[src/rtl/types_pkg.sv]
// Shared widths, bus types and the load/store unit state encoding.
package types_pkg;

  localparam int DATA_WIDTH          = 32;
  localparam int ADDRESS_WIDTH       = 5;
  localparam int RAM_ADDRESS_WIDTH   = 18;
  localparam int RAM_WORD_ADDR_WIDTH = RAM_ADDRESS_WIDTH - 2;
  localparam int LSU_TIMEOUT         = 16;

  typedef logic [DATA_WIDTH-1:0]    DATA_BUS;
  typedef logic [ADDRESS_WIDTH-1:0] ADDR_BUS;

  typedef enum logic [1:0] {
    IDLE = 2'd0,
    REQ  = 2'd1,
    DONE = 2'd2
  } lsu_state_t;

endpackage

[src/rtl/lsu_timeout_counter.sv]
// Saturating 8-bit cycle counter; expired is combinational once the count reaches LIMIT-1.
// Clear has priority over enable; counting stops while expired is high.
module lsu_timeout_counter #(
  parameter int LIMIT = 16
) (
  input  logic clk,
  input  logic rst_n,
  input  logic clear,
  input  logic enable,
  output logic expired
);

  logic [7:0] cnt_q;

  assign expired = (cnt_q == 8'(LIMIT - 1));

  always_ff @(posedge clk or negedge rst_n) begin
    if (!rst_n) begin
      cnt_q <= '0;
    end else if (clear) begin
      cnt_q <= '0;
    end else if (enable && !expired) begin
      cnt_q <= cnt_q + 8'd1;
    end
  end

endmodule

[src/rtl/load_store_unit.sv]
// Word lw/sw memory stage: alignment/range check, RAM req/ack with timeout, one-cycle result pulse.
// Faulted access completes one cycle after accept, RAM access one cycle after ack; in_ready only in IDLE.
module load_store_unit
  import types_pkg::*;
#(
  parameter int DATA_WIDTH        = types_pkg::DATA_WIDTH,
  parameter int ADDRESS_WIDTH     = types_pkg::ADDRESS_WIDTH,
  parameter int RAM_ADDRESS_WIDTH = types_pkg::RAM_ADDRESS_WIDTH,
  parameter int TIMEOUT_CYCLES    = types_pkg::LSU_TIMEOUT
) (
  input  logic                         clk,
  input  logic                         rst_n,
  input  logic                         in_valid,
  output logic                         in_ready,
  input  logic                         in_is_load,
  input  logic                         in_is_store,
  input  logic [DATA_WIDTH-1:0]        in_addr,
  input  logic [DATA_WIDTH-1:0]        in_wdata,
  input  logic [ADDRESS_WIDTH-1:0]     in_rd,
  output logic                         ram_req,
  output logic                         ram_we,
  output logic [RAM_ADDRESS_WIDTH-3:0] ram_addr,
  output logic [DATA_WIDTH-1:0]        ram_wdata,
  input  logic [DATA_WIDTH-1:0]        ram_rdata,
  input  logic                         ram_ack,
  output logic                         out_valid,
  output logic                         out_wb,
  output logic [ADDRESS_WIDTH-1:0]     out_rd,
  output logic [DATA_WIDTH-1:0]        out_rdata,
  output logic                         out_err
);

  lsu_state_t state_q, state_d;

  logic                         is_load_q;
  logic [RAM_ADDRESS_WIDTH-3:0] addr_q;
  logic [DATA_WIDTH-1:0]        wdata_q;
  logic [ADDRESS_WIDTH-1:0]     rd_q;
  logic [DATA_WIDTH-1:0]        rdata_q;
  logic                         err_q;

  logic accept;
  logic fault;
  logic in_req;
  logic in_done;
  logic expired;

  assign in_req  = (state_q == REQ);
  assign in_done = (state_q == DONE);
  assign accept  = (state_q == IDLE) && in_valid;

  // Exactly one of load/store must be set; anything else is an illegal op.
  assign fault = (|in_addr[1:0])
               || (|in_addr[DATA_WIDTH-1:RAM_ADDRESS_WIDTH])
               || (in_is_load == in_is_store);

  lsu_timeout_counter #(
    .LIMIT (TIMEOUT_CYCLES)
  ) u_timeout (
    .clk     (clk),
    .rst_n   (rst_n),
    .clear   (accept),
    .enable  (in_req && !ram_ack),
    .expired (expired)
  );

  always_ff @(posedge clk or negedge rst_n) begin
    if (!rst_n) begin
      state_q <= IDLE;
    end else begin
      state_q <= state_d;
    end
  end

  always_comb begin
    state_d = state_q;
    case (state_q)
      IDLE: begin
        if (in_valid) begin
          state_d = fault ? DONE : REQ;
        end
      end
      REQ: begin
        // An ack on the last allowed cycle still wins over the timeout.
        if (ram_ack || expired) begin
          state_d = DONE;
        end
      end
      DONE:    state_d = IDLE;
      default: state_d = IDLE;
    endcase
  end

  always_ff @(posedge clk or negedge rst_n) begin
    if (!rst_n) begin
      is_load_q <= 1'b0;
      addr_q    <= '0;
      wdata_q   <= '0;
      rd_q      <= '0;
      rdata_q   <= '0;
      err_q     <= 1'b0;
    end else if (accept) begin
      is_load_q <= in_is_load;
      addr_q    <= in_addr[RAM_ADDRESS_WIDTH-1:2];
      wdata_q   <= in_wdata;
      rd_q      <= in_rd;
      rdata_q   <= '0;
      err_q     <= fault;
    end else if (in_req) begin
      if (ram_ack) begin
        err_q <= 1'b0;
        if (is_load_q) begin
          rdata_q <= ram_rdata;
        end
      end else if (expired) begin
        err_q <= 1'b1;
      end
    end
  end

  assign in_ready  = (state_q == IDLE);

  assign ram_req   = in_req;
  assign ram_we    = in_req && !is_load_q;
  assign ram_addr  = in_req ? addr_q : '0;
  assign ram_wdata = in_req ? wdata_q : '0;

  assign out_valid = in_done;
  assign out_err   = in_done && err_q;
  assign out_wb    = in_done && is_load_q && !err_q;
  assign out_rd    = in_done ? rd_q : '0;
  assign out_rdata = (in_done && is_load_q && !err_q) ? rdata_q : '0;

endmodule
[config.mk]
export PLATFORM = sky130hd
export DESIGN_NAME = load_store_unit
export DESIGN_NICKNAME = d
export VERILOG_FILES = /design/src/rtl/types_pkg.sv /design/src/rtl/lsu_timeout_counter.sv /design/src/rtl/load_store_unit.sv
export SDC_FILE = /design/constraint.sdc
export NUM_CORES = 1
export LEC_CHECK = 0
export CAP_MARGIN = 20
export CORE_ASPECT_RATIO = 1.2
export CORE_UTILIZATION = 43
export CTS_BUF_LIST = sky130_fd_sc_hd__clkbuf_8
export CTS_CLUSTER_SIZE = 28
export DETAILED_ROUTE_END_ITERATION = 10
export PLACE_DENSITY = 0.82
export SYNTH_ARGS = -nofsm -noshare
export SYNTH_HDL_FRONTEND = slang
export SYNTH_SLANG_ARGS = --single-unit
[constraint.sdc]
create_clock -name clk -period 2.14 [get_ports clk]
set_clock_uncertainty 0.1 [all_clocks]
set_input_delay 0.321 -clock clk [delete_from_list [all_inputs] [get_ports clk]]
set_output_delay 0.321 -clock clk [all_outputs]
set_load 0.005 [all_outputs]
==> summary.txt, run 1 <==
Relative slew slack - 60.1%
Final period utilization - 103%
Finish-stage setup viols - 6
Slowest stage delay, CP - 0.51 ns
Most common cell in the netlist - nand2_1
Worst-path clk slew - 0.09 ns
Syn-to-layout area delta - 52.1%
Clk Latency, worst-skew pair - 0.37 ns
Syn Area/Cell - 8.42 um2
Sw frac - 25.9%
Netlist cell types - 31
Clock sinks - 97
First-pass GRT wire length - 18,700 um
Mapped Area - 0.00447 mm2
DR vias/cell - 4.82
Detailed Route WL - 12,000 um
Setup TNS - -0.181 ns
Post-synth EDFFs - 0
Starting Density - 44.5%
Flop pwr share - 54.8%
CP top delay family - buffers and inverters
P_leak - 0.00365 uW
Internal - 2910 uW
Clock Power Share - 28.9%
Failing checks - setup timing
Die Wd - 95.1 um
Num CTS Buffers - 9
Wire length per cell - 14.0 um
DR pass1 iterations - 4
DP HPWL - 8550 um
Post-synth top area cell - dfrtp_1
Largest net degree at the start of global routing - 65
Sequential-to-total area share from yosys stat - 54.3%
# Max-Cap Violations - 0
Worst-margin pin slew - 0.592 ns
Crit path arrival time - 1.78 ns
Vias in the first global route - 4,119
Logic gate share of total power - 16.3%
Final WS setup - -0.0599 ns
CP endpoint kind - primary output
Root buffer cell - clkbuf_8
Post-synth top flop - dfrtp_1
DR DRC count - 0
Worst-case clock buffer depth - 2
Diodes inserted - 0
Critical path's slowest cell - clkdlybuf4s50_1
Finished Layout Cells - 858
Layout cell share with drive strength beyond 1 - 11.1%
Switching pwr - 1020 uW
Outcome - complete, but fails checks
CP Launch Type - register
Top cell type's share of synthesized area - 54.3%
Core area - 0.0101 mm2
Routed Antenna Nets - 0
Number of antenna violations at the first check in global routing - 0
CP required - 1.72 ns
Pwr dens - 578 mW/mm2
Fill cell count - 835
R2R cell count - 6
Hold Crit Depth - 2
Post-synth ARST share - 100%
IR drop worst, VDD - 0.000371 V
Fmax - 0.455 GHz
PortBufs - 197
RSZ-0062 raised after global routing - true
Nets - 837
Top post-synthesis cells by count - 233 x nand2_1, 97 x dfrtp_1, 86 x and2_1, 32 x o21ai_0, 26 x clkbuf_1
Yosys warns - 0
TritonCTS clock tree - done
Die ar. - 0.0108 mm2
Net Count, Synth - 639
Initial DRC Count - 152
Routed vias - 4,133
Final min period - 2.20 ns
Gpl congestion - 0.774
Top area cells in the synthesized netlist - dfrtp_1 54%, nand2_1 20%, and2_1 12%
Register bit count reported by yosys - 97
CP max FO - 7
CTS H-tree depth - 3
Crit-path cells - buf_6 -> nor2b_4 -> buf_4 -> and2_1 -> clkdlybuf4s50_1
Num rows - 40
Critical path depth - 5
Cells after synthesis - 531
Placed insts - 837
Kind of critical path - register to primary output
Critical path buffers and inverters - 3
Hold WC Path Type - register to register
Ports - 198
Global route overflow - 0
Die Height - 114 um
Final Hold Violating Endpoints - 0
Total GRT Usage - 22.6%
Final Max Slew Viols - 0
==> timing repair <==
item,4_1_cts,5_1_grt
pin swaps,1,4
setup endpoints to repair,88,38
cloned,1,1
gates resized for setup,99,87
hold buffers,1,0
endpoints found under the hold margin,37,0
setup buffers,1,3
==> power by group through the flow <==
stage	Combinational, uW	Sequential (uW)	Clock (uW)
finish	640	2150	1140
global route	722	2180	1250
CTS	641	2150	1170
detailed placement	641	2180	0
global placement	615	2180	0
floorplan	279	2150	0
==> through the flow <==
step	setup WS, ns	instance area (um2)	hold slack [ns]	power [uW]	utilization, %
after detailed placement	0.102	6630	0.229	2830	65.9
after global routing	-0.132	6800	0.364	4150	67.6
after floorplan	0.334	4470	-0.0746	2430	-
final	-0.0599	6800	0.370	3930	67.6
after global placement	0.152	6630	0.219	2790	65.9
after CTS	-0.152	6800	0.354	3970	67.6
==> cell families after synthesis <==
logic type	Yosys count	synth area share (%)
flops	97	54.3
fa+ha+maj	1	0.280
xor+xnor	6	1.18
compound gates	39	4.67
buf+inv	34	3.08
mux	3	0.672
simple gates	351	35.8
==> final timing paths <==
| kind | slack (ns) | startpoint | endpoint |
|---|---|---|---|
| worst max-delay path | -0.06 | state_q[0] | out_rd[1] |
| worst min-delay path | 0.37 | rd_q[2] | rd_q[2] |
| worst max register to register | 0.29 | state_q[1] | rdata_q[9] |
| worst min register to register | 0.37 | rd_q[2] | rd_q[2] |
| max in group asynchronous | 0.91 | rst_n | wdata_q[17] |
| min in group asynchronous | 0.39 | rst_n | addr_q[0] |
==> registers in the layout, summed over array words and instances (netlist names) <==
register         cells
rdata_q             32
wdata_q             32
addr_q              16
u_timeout.cnt_q      8
rd_q                 5
state_q              2
err_q                1
is_load_q            1
==> placed cells by master, fill, tap and decap left out, drive strengths merged, types with 3 or more instances in the layout <==
master	instances
dfrtp	97
and2	86
clkdlybuf4s50	107
nor3	3
nand2	233
nor2	10
nor4	5
clkbuf	30
dlygate4sd2	51
mux2i	3
o21ai	32
xnor2	4
buf	32
nand2b	3
dlymetal6s2s	6
==> worst min-delay path, stage by stage, from the launching register on <==
cell and delay, ns:
dfrtp_1 0.34, nand2_1 0.05, nand2_1 0.05
==> per-layer routing <==
| layer | up-vias | global-route usage [%] | part of all wire (%) |
|---|---|---|---|
| li1 | 2038 | - | - |
| met1 | 1918 | 25.8 | 40 |
| met3 | 16 | 5.00 | 8.1 |
| met4 | 0 | 9.09 | 2.1 |
| met5 | - | 0 | 0 |
| met2 | 161 | 40.2 | 50 |
==> area by class of cell <==
type | count | area (um2) | share of cell area, %
clock buffer | 9 | 124 | 1.82
clock inverter | 5 | 58.8 | 0.865
inverter | 2 | 10.0 | 0.147
multi-input combinational | 400 | 1940 | 28.6
sequential | 97 | 2430 | 35.7
tap | 126 | 158 | 2.32
timing repair buffer | 219 | 2080 | 30.6
Power figures use the tool's default switching activity.
==> run 2, diff against run 1 <==
--- a/config.mk
+++ b/config.mk
@@ -6,7 +6,6 @@
 export NUM_CORES = 1
 export LEC_CHECK = 0
 export CAP_MARGIN = 20
-export CORE_ASPECT_RATIO = 1.2
 export CORE_UTILIZATION = 43
 export CTS_BUF_LIST = sky130_fd_sc_hd__clkbuf_8
 export CTS_CLUSTER_SIZE = 28
==> run 2 against run 1 <==
Net effect:
- the flow still finishes with violations (setup timing)
- combinational power about the same
- register-to-register slack worse by 0.06 ns
- final area rose by 2.3%
- sequential power barely moved
- maximum frequency fell by 2.5%
- flip-flop and latch count is the same
- via count fell by 1.3%
- non-clock buffer count rose by 2
- die area is essentially flat
- critical endpoint is now ram_addr[2]
==> summary.txt, run 2 (synthesized netlist as in run 1, its figures left out) <==
Outcome - complete, but fails checks (unchanged)
Failing checks - setup timing (unchanged)
Tot Pwr - 4000 uW (was 3930 uW)
Wire length per cell - 13.8 um (was 14.0 um)
Number of antenna violations at the first check in global routing - 0 (unchanged)
Flop2flop setup slack - 0.23 ns (was 0.29 ns)
Final core utilization - 70.2% (was 67.6%)
Clock sinks - 97 (unchanged)
Placed insts - 842 (was 837)
Flop pwr share - 53.9% (was 54.8%)
TritonCTS clock tree - done (unchanged)
CP max FO - 16 (was 7)
Routed wl met2 - 5780 um (was 6010 um)
Post-DP Area - 0.00665 mm2 (was 0.00663 mm2)
CTS H-tree depth - 3 (unchanged)
First-pass GRT wire length - 19,600 um (was 18,700 um)
Core area - 0.00991 mm2 (was 0.0101 mm2)
DR pass1 iterations - 4 (unchanged)
R2R cell count - 6 (unchanged)
Gpl congestion - 0.797 (was 0.774)
Final hold slack - 0.343 ns (was 0.370 ns)
R2r endpoint - u_timeout.cnt_q[1] (was rdata_q[9])
Final period utilization - 105% (was 103%)
DR DRC count - 0 (unchanged)
Diodes inserted - 0 (unchanged)
Final WS setup - -0.117 ns (was -0.0599 ns)
Logic gate share of total power - 16.0% (was 16.3%)
Layout cell share with drive strength beyond 1 - 11.1% (about the same)
Finished Layout Cells - 869 (was 858)
Die ar. - 0.0108 mm2 (about the same)
Top sig layer - met4 (unchanged)
Slowest stage delay, CP - 0.50 ns (was 0.51 ns)
# Max-Cap Violations - 0 (unchanged)
Sw frac - 26.5% (was 25.9%)
Relative slew slack - 62.8% (was 60.1%)
Switching pwr - 1060 uW (was 1020 uW)
Die Wd - 104 um (was 95.1 um)
CP endpoint kind - primary output (unchanged)
Fmax - 0.443 GHz (was 0.455 GHz)
Starting Density - 45.1% (was 44.5%)
Reg-to-Reg Start - state_q[0] (was state_q[1])
Clk Latency, worst-skew pair - 0.36 ns (was 0.37 ns)
Biggest regs - rdata_q (32), wdata_q (32), addr_q (16) (unchanged)
Most common cell after layout, fill and taps aside - nand2_1 (unchanged)
Routed vias - 4,081 (was 4,133)
IR drop worst, VDD - 0.000335 V (was 0.000371 V)
Final Max Slew Viols - 0 (unchanged)
Num rows - 36 (was 40)
RSZ-0062 raised after global routing - true (unchanged)
Num CTS Buffers - 9 (unchanged)
Pwr dens - 575 mW/mm2 (was 578 mW/mm2)
Clock Power Share - 30.1% (was 28.9%)
Syn-to-layout area delta - 55.6% (was 52.1%)
Detailed Route WL - 12,000 um (about the same)
Root buffer cell - clkbuf_8 (unchanged)
Finish-stage setup viols - 36 (was 6)
Routed Antenna Nets - 0 (unchanged)
DR vias/cell - 4.70 (was 4.82)
CP startpoint - state_q[1] (was state_q[0])
Total GRT Usage - 22.6% (about the same)
Die Height - 104 um (was 114 um)
P_leak - 0.00373 uW (was 0.00365 uW)
Worst-margin pin slew - 0.552 ns (was 0.592 ns)
DP HPWL - 8270 um (was 8550 um)
Crit path arrival time - 1.84 ns (was 1.78 ns)
Final min period - 2.26 ns (was 2.20 ns)
Crit-path cells - nand2b_4 -> clkinv_4 -> clkbuf_16 -> and2_1 -> clkdlybuf4s50_1 (was buf_6 -> nor2b_4 -> buf_4 -> and2_1 -> clkdlybuf4s50_1)
Most frequent cells in the layout - 233 x nand2_1, 141 x clkdlybuf4s50_1, 97 x dfrtp_1 (was 233 x nand2_1, 107 x clkdlybuf4s50_1, 97 x dfrtp_1)
Critical path buffers and inverters - 3 (unchanged)
Final Instance Area - 0.00696 mm2 (was 0.00680 mm2)
CP Launch Type - register (unchanged)
Worst-case clock buffer depth - 2 (unchanged)
Initial DRC Count - 196 (was 152)
WL met1 - 5300 um (was 4790 um)
Fill cell count - 786 (was 835)
PortBufs - 197 (unchanged)
Nets - 839 (was 837)
Largest net degree at the start of global routing - 66 (was 65)
CP required - 1.72 ns (about the same)
Worst-path clk slew - 0.09 ns (about the same)
Hold WC Path Type - input pin to async pin (was register to register)
Vias in the first global route - 3,961 (was 4,119)
Global route overflow - 0 (unchanged)
Met3 WL - 707 um (was 970 um)
CP top delay family - buffers and inverters (unchanged)
Final Hold Violating Endpoints - 0 (unchanged)
Ports - 198 (unchanged)
Critical path's slowest cell - clkdlybuf4s50_1 (unchanged)
Kind of critical path - register to primary output (unchanged)
Internal - 2940 uW (was 2910 uW)
-- run 2: cell types whose count changed in the layout (fill, tap and decap cells not counted), moves of 2 or more --
cell | previous run | this run
buf_2 | 7 | 4
buf_6 | 6 | 3
buf_8 | 0 | 2
clkbuf_16 | 1 | 3
clkbuf_2 | 20 | 22
clkdlybuf4s50_1 | 107 | 141
dlygate4sd2_1 | 51 | 6
dlymetal6s2s_1 | 6 | 22
-- run 2: layout make-up --
cell class,instances,area [um2],share of cell area [%]
Sequential cell,97,2430,34.9
Inverter,2,12.5,0.180
Tap cell,133,166,2.39
Multi-Input combinational cell,400,1940,27.9
Clock buffer,9,124,1.78
Timing Repair Buffer,221,2210,31.7
Clock inverter,7,78.8,1.13
-- run 2: how the worst max path moves through the flow --
stage / endpoint / depth (start not counted)
6_report: ram_addr[2] / 5
3_3_place_gp: out_rdata[26] / 5
5_1_grt: ram_addr[2] / 5
2_1_floorplan: out_rdata[10] / 5
3_5_place_dp: out_rdata[19] / 5
4_1_cts: out_rdata[31] / 5
-- run 2: worst register-to-register path: cells and delay by family, from the launching register on --
kind | cells | cell delay (ns)
and+or+nand+nor | 2 | 0.48
DFF | 1 | 0.43
buffers and inverters | 2 | 0.29
AOI/OAI and AO/OA | 1 | 0.28
muxes | 1 | 0.22
-- run 2: timing repair --
item | in CTS | in global routing
pin swaps | 0 | 5
endpoints found under the setup margin | 88 | 87
resized for setup | 35 | 98
gates cloned | 0 | 3
buffers inserted | 2 | 5
endpoints found under the hold margin | 33 | 0
hold buffers | 1 | 0
-- run 2: through the flow --
| step | setup WS (ns) | setup TNS, ns |
|---|---|---|
| floorplan | 0.334 | 0 |
| global placement | 0.164 | 0 |
| detailed placement | 0.141 | 0 |
| CTS | -0.219 | -8.53 |
| global route | -0.189 | -7.00 |
| finish | -0.117 | -3.18 |
-- run 2: power by group through the flow --
stage	clock, uW	sequential, uW	combinational (uW)
2_1_floorplan	0	2150	279
3_3_place_gp	0	2180	616
3_5_place_dp	0	2190	641
4_1_cts	1240	2150	636
5_1_grt	1330	2180	733
6_report	1210	2160	641
-- run 2: per-layer routing --
layer	vias up	track usage (%)
li1	2040	-
met5	-	0
met1	1874	29.6
met2	148	36.9
met3	19	5.70
met4	0	7.04
==> run 3, diff against run 2 <==
--- a/config.mk
+++ b/config.mk
@@ -8,7 +8,7 @@
 export CAP_MARGIN = 20
 export CORE_UTILIZATION = 43
 export CTS_BUF_LIST = sky130_fd_sc_hd__clkbuf_8
-export CTS_CLUSTER_SIZE = 28
+export CTS_CLUSTER_SIZE = 10
 export DETAILED_ROUTE_END_ITERATION = 10
 export PLACE_DENSITY = 0.82
 export SYNTH_ARGS = -nofsm -noshare
==> results of run 3 <==
The final DEF is identical to that of run 2; final timing and power are the same.
